==> config.mk <==
export PLATFORM = sky130hd
export DESIGN_NAME = pipeline_ctrl
export DESIGN_NICKNAME = d
export VERILOG_FILES = /design/src/rtl/cpu_types_pkg.sv /design/src/rtl/hazard_unit.sv /design/src/rtl/pipeline_ctrl.sv
export SDC_FILE = /design/constraint.sdc
export NUM_CORES = 1
export LEC_CHECK = 0
export ABC_CLOCK_PERIOD_IN_PS = 3590
export BUFFER_PORTS_ARGS = -buffer_cell sky130_fd_sc_hd__buf_2
export CORE_ASPECT_RATIO = 1.25
export CORE_MARGIN = 4
export CORE_UTILIZATION = 53
export CTS_CLUSTER_SIZE = 20
export DETAILED_ROUTE_END_ITERATION = 10
export PLACE_DENSITY = 0.84
export SYNTH_ARGS = -nofsm -noshare
export SYNTH_HDL_FRONTEND = slang
export SYNTH_SLANG_ARGS = --single-unit
==> constraint.sdc <==
create_clock -name CLK -period 3.59 [get_ports CLK]
set_clock_uncertainty 0.05 [all_clocks]
set_input_delay 0.1795 -clock CLK [delete_from_list [all_inputs] [get_ports CLK]]
set_output_delay 0.1795 -clock CLK [all_outputs]
set_load 0.01 [all_outputs]
==> src/rtl/cpu_types_pkg.sv <==
// Shared CPU type definitions.
//   pctrl_state_t : states of the pipeline stall/flush sequencer
//   regbits_t     : register-index field (REG_BITS wide)
package cpu_types_pkg;

   localparam int REG_BITS = 5;

   typedef logic [REG_BITS-1:0] regbits_t;

   typedef enum logic [1:0] {
      PC_RUN   = 2'd0,
      PC_DWAIT = 2'd1,
      PC_HALT  = 2'd2
   } pctrl_state_t;

endpackage : cpu_types_pkg

==> src/rtl/hazard_unit.sv <==
// Load-use hazard detector (purely combinational).
//   idex_memread : EX-stage instruction is a load
//   idex_dest    : destination register of the EX-stage instruction
//   ifid_rs/rt   : source registers of the ID-stage instruction
//   lduse        : ID-stage instruction needs the load result next cycle
module hazard_unit #(
   parameter int REG_W = 5
) (
   input  logic             idex_memread,
   input  logic [REG_W-1:0] idex_dest,
   input  logic [REG_W-1:0] ifid_rs,
   input  logic [REG_W-1:0] ifid_rt,
   output logic             lduse
);

   // Register 0 is hardwired to zero, so a load targeting it never creates a hazard.
   assign lduse = idex_memread && (idex_dest != '0) &&
                  ((idex_dest == ifid_rs) || (idex_dest == ifid_rt));

endmodule : hazard_unit

==> src/rtl/pipeline_ctrl.sv <==
// Stall/flush sequencer for the 5-stage pipeline.
//   CLK, nRST          : clock (rising edge), asynchronous active-low reset
//   ihit, dhit         : instruction fetch / data access completed this cycle
//   exmem_dREN/dWEN    : MEM-stage instruction reads / writes data memory
//   exmem_redirect     : MEM-stage branch taken or jump resolved
//   idex_memread/dest  : EX-stage load flag and destination register
//   ifid_rs/rt         : ID-stage source registers
//   memwb_halt         : halt instruction leaving the MEM/WB latch
//   pc_en, *_en        : PC / latch load enables
//   *_flush            : latch loads a bubble (overrides its enable)
//   halt               : processor halted (sticky until reset)
//   stall_count        : saturating count of stalled (pc_en=0) cycles
module pipeline_ctrl
   import cpu_types_pkg::*;
#(
   parameter int CNT_W = 32,
   parameter int REG_W = 5
) (
   input  logic             CLK,
   input  logic             nRST,
   input  logic             ihit,
   input  logic             dhit,
   input  logic             exmem_dREN,
   input  logic             exmem_dWEN,
   input  logic             exmem_redirect,
   input  logic             idex_memread,
   input  logic [REG_W-1:0] idex_dest,
   input  logic [REG_W-1:0] ifid_rs,
   input  logic [REG_W-1:0] ifid_rt,
   input  logic             memwb_halt,
   output logic             pc_en,
   output logic             ifid_en,
   output logic             idex_en,
   output logic             exmem_en,
   output logic             memwb_en,
   output logic             ifid_flush,
   output logic             idex_flush,
   output logic             exmem_flush,
   output logic             memwb_flush,
   output logic             halt,
   output logic [CNT_W-1:0] stall_count
);

   pctrl_state_t state, next_state;
   logic         dreq;
   logic         lduse;

   assign dreq = exmem_dREN | exmem_dWEN;

   hazard_unit #(.REG_W(REG_W)) u_hazard (
      .idex_memread (idex_memread),
      .idex_dest    (idex_dest),
      .ifid_rs      (ifid_rs),
      .ifid_rt      (ifid_rt),
      .lduse        (lduse)
   );

   always_comb begin
      // NOTE: every output gets a default first so no path through the
      // decision chain leaves a signal unassigned (which would infer a latch).
      pc_en       = 1'b0;
      ifid_en     = 1'b0;
      idex_en     = 1'b0;
      exmem_en    = 1'b0;
      memwb_en    = 1'b0;
      ifid_flush  = 1'b0;
      idex_flush  = 1'b0;
      exmem_flush = 1'b0;
      memwb_flush = 1'b0;
      halt        = 1'b0;
      next_state  = state;

      if (!nRST) begin
         // Bubble every latch while reset is held.
         ifid_flush  = 1'b1;
         idex_flush  = 1'b1;
         exmem_flush = 1'b1;
         memwb_flush = 1'b1;
      end else if (state == PC_HALT) begin
         halt = 1'b1;
      end else begin
         if (dreq && !dhit) begin
            // Freeze everything up to MEM; WB gets a bubble so the stalled
            // MEM instruction is not written back twice.
            memwb_en    = 1'b1;
            memwb_flush = 1'b1;
            next_state  = PC_DWAIT;
         end else begin
            // Data side is satisfied (or idle); the fetch/hazard rules decide.
            next_state = PC_RUN;
            if (exmem_redirect) begin
               // Target is already known, so the PC loads without waiting for ihit.
               pc_en       = 1'b1;
               ifid_en     = 1'b1;
               idex_en     = 1'b1;
               exmem_en    = 1'b1;
               memwb_en    = 1'b1;
               ifid_flush  = 1'b1;
               idex_flush  = 1'b1;
               exmem_flush = 1'b1;
            end else if (lduse || !ihit) begin
               // Hold PC and IF/ID, drain a bubble into EX, let the rest move.
               idex_en    = 1'b1;
               exmem_en   = 1'b1;
               memwb_en   = 1'b1;
               idex_flush = 1'b1;
            end else begin
               pc_en    = 1'b1;
               ifid_en  = 1'b1;
               idex_en  = 1'b1;
               exmem_en = 1'b1;
               memwb_en = 1'b1;
            end
         end
         // Halt wins over any other next-state choice, including leaving DWAIT.
         if (memwb_halt) next_state = PC_HALT;
      end
   end

   // NOTE: the asynchronous reset clears only the control state and counter;
   // the latches themselves are bubbled through the *_flush outputs.
   always_ff @(posedge CLK or negedge nRST) begin
      if (!nRST) begin
         state <= PC_RUN;
      end else begin
         // NOTE: sequential state is always updated with non-blocking assignments.
         state <= next_state;
      end
   end

   always_ff @(posedge CLK or negedge nRST) begin
      if (!nRST) begin
         stall_count <= '0;
      end else if ((state != PC_HALT) && !pc_en && (stall_count != '1)) begin
         stall_count <= stall_count + CNT_W'(1);
      end
   end

endmodule : pipeline_ctrl

==> out/results.ini <==
[route]
wl_per_cell_um = 13.9
initialDrtViolationCount = 39
vias = 1562
via_per_inst = 5.44
drc_errors = 0
drtAntennaViolNets = 0
dr.pass1.iters = 5
wirelength_um = 3990

[yosys]
synth.top_cell.area_share = 0.454
synth_top_family_by_area = simple AND/OR/NAND/NOR gates
synth_area_leaders = dfrtp_1 45%, xnor2_1 15%, nand4_1 5.3%, nand3_1 3.7%, xor2_1 3.7%
synth_compound_area_frac = 0.0761
ys_async_sr_fraction = 1.00
ys_types = 35
synth_area_um2 = 1870
synth_xor_area_frac = 0.192
yosysWarnings = 0
ys_seq_elements = 34
synth_ff_type = dfrtp_1
synth_largest_area_cell = dfrtp_1
seq_area_frac_synth = 0.454
avgSynthCellArea_um2 = 10.2
muxShareOfSynthArea = 0
yosys.area_share.adder = 0.00668
synth_edf_count = 0
synth_fp_nets = 208
yosys.area_share.simple = 0.236
syn-instance-count = 183

[grt]
grt_overflow = 0
antenna_found_initial = 0
grt_pass1_wl_um = 6370
met3_usage = 0.0590
met1_usage = 0.221
first_global_vias = 1483
use_met2 = 0.309
grt_use_total = 0.189
grt_max_degree = 44
busiest_layer = met2

[setup_path]
crit_path_start_kind = flip-flop
crit_arrival_ps = 2210
path_class = reg -> reg
cp_top_family = simple AND/OR/NAND/NOR gates
critical_path_required_ps = 3710
path_buf_inv = 0
path_max_fanout = 23
worstPathCellList = ha_1 > and4_1 > nand4_4 > o211a_4 > and3_1 > xor2_1
critical_path.max_stage_delay_ps = 420
slowest_stage = and4_1
crit_path_end_kind = flip-flop

[place]
dp.cells = 278
numPortBuffers = 65
gp_congestion = 0.809
dp_hpwl_um = 3030

[timing]
period_needed_ps = 2090
tightest_slew_ps = 471
setup_tns_ps = 0
setup_violations = 0
timing_hold_violations_final = 0
maxSlewViolCount = 0
rsz0062_at_grt = no
period_share = 0.582
fmax_ghz = 0.479
timing.slew.headroom = 0.686

[clocking]
htree_levels = 2
clockBufferDepth = 2
clk_pin_slew_ps = 60
cts_buffers = 5
cts_num_sinks = 34
clock_latency_ps = 300
clockRootBuffer = clkbuf_8
cts_tree = done
ctsResizeCount = 0

[floorplan]
die_y_um = 74.5
dieArea_um2 = 4560
core_area_um2 = 3310
rows = 23
die_x_um = 61.2
boundaryPins = 66
start_util = 0.566

[final_layout]
area_delta_synth_final_pct = 23.6
final_cells = 287
drive_gt1_frac = 0.324
mostFrequentLayoutCells = 65 x buf_2, 34 x dfrtp_1, 33 x xnor2_1, 18 x nand2_1, 16 x nand4_1
layout_commonest_cell = buf_2
fill_cells = 274
finish.net_count = 274
n_antenna_cell = 0

[power_and_ir_drop]
powerDensity_nw_per_um2 = 426
irDropWorstVdd_mv = 0.549
p_leak_nw = 1.18

[min_path]
hp-class = in -> reg

[status]
status = complete, no violations

[job]
max-cap-violations = 0

==> state kept, by name, indices dropped and copies added (netlist names) <==
register     count
stall_count     32
state            2
==> through the flow <==
step | cell area [µm²] | power [mW] | setup slack [ps] | hold slack [ps] | utilization
floorplan | 1870 | 0.578 | 1590 | -166 | -
global placement | 2200 | 0.644 | 1580 | 250 | 0.664
detailed placement | 2200 | 0.650 | 1500 | 252 | 0.664
CTS | 2320 | 0.997 | 1470 | 77.5 | 0.700
global route | 2320 | 1.04 | 1350 | 97.0 | 0.700
finish | 2320 | 0.987 | 1500 | 87.3 | 0.700
==> final cells by class <==
cell class,instances,area (µm²),area share
repair buffers,67,343,0.148
flip-flops and latches,34,851,0.367
clock inverters,3,40.0,0.0173
clock buffers,5,68.8,0.0297
inverters,3,11.3,0.00486
multi-input cells,138,956,0.413
well taps,37,46.3,0.0200
==> metal layers <==
layer	vias to the layer above	routed length (µm)
met1	721	1640
met4	0	87
met2	59	1840
met3	8	427
li1	774	-
met5	-	0
==> worst register-to-register path, cell delays in order, from the launching register on <==
cell     delay, ps
dfrtp_1        400
ha_1           220
and4_1         420
nand4_4        190
o211a_4        360
and3_1         200
xor2_1         130
==> logic make-up (layout without fill, tap and decap cells) <==
| logic type | after synthesis | after routing |
|---|---|---|
| AO/OA/AOI/OAI | 16 | 16 |
| XOR/XNOR | 41 | 41 |
| adder cells (fa/ha/maj) | 1 | 1 |
| buffers and inverters | 11 | 78 |
| flip-flops | 34 | 34 |
| AND/OR/NAND/NOR | 80 | 80 |
==> Yosys cell counts (3+ instances only) <==
cell type / n
dfrtp_1: 34
xnor2_1: 33
nand2_1: 18
nand4_1: 16
nand3_1: 14
nor2_1: 8
xor2_1: 8
nor3_1: 6
and3_1: 5
buf_4: 3
clkbuf_1: 3
inv_1: 3
nor2b_1: 3
o21ai_0: 3
==> what timing repair did <==
| item | 4_1_cts | 5_1_grt |
|---|---|---|
| hold buffers | 1 | 0 |
| setup endpoints to repair | 0 | 0 |
| hold endpoints to repair | 34 | 0 |
| setup buffers | 0 | 0 |
==> report_power, final <==
| group | switching [mW] | internal [mW] |
|---|---|---|
| combinational | 0.111 | 0.0875 |
| sequential | 0.0337 | 0.410 |
| clock | 0.140 | 0.204 |
==> path summary, 6_finish.rpt <==
path | startpoint | end | slack, ps | cells past startpoint
max | stall_count[0] | stall_count[16] | 1500 | 6
min reg2reg | stall_count[22] | stall_count[22] | 440 | 1
min in group asynchronous | nRST | stall_count[10] | 450 | 3
max reg2reg | stall_count[0] | stall_count[16] | 1500 | 6
min | memwb_halt | state[1] | 90 | 2
max in group asynchronous | nRST | state[1] | 2700 | 3
(Power assumes the default switching activity.)
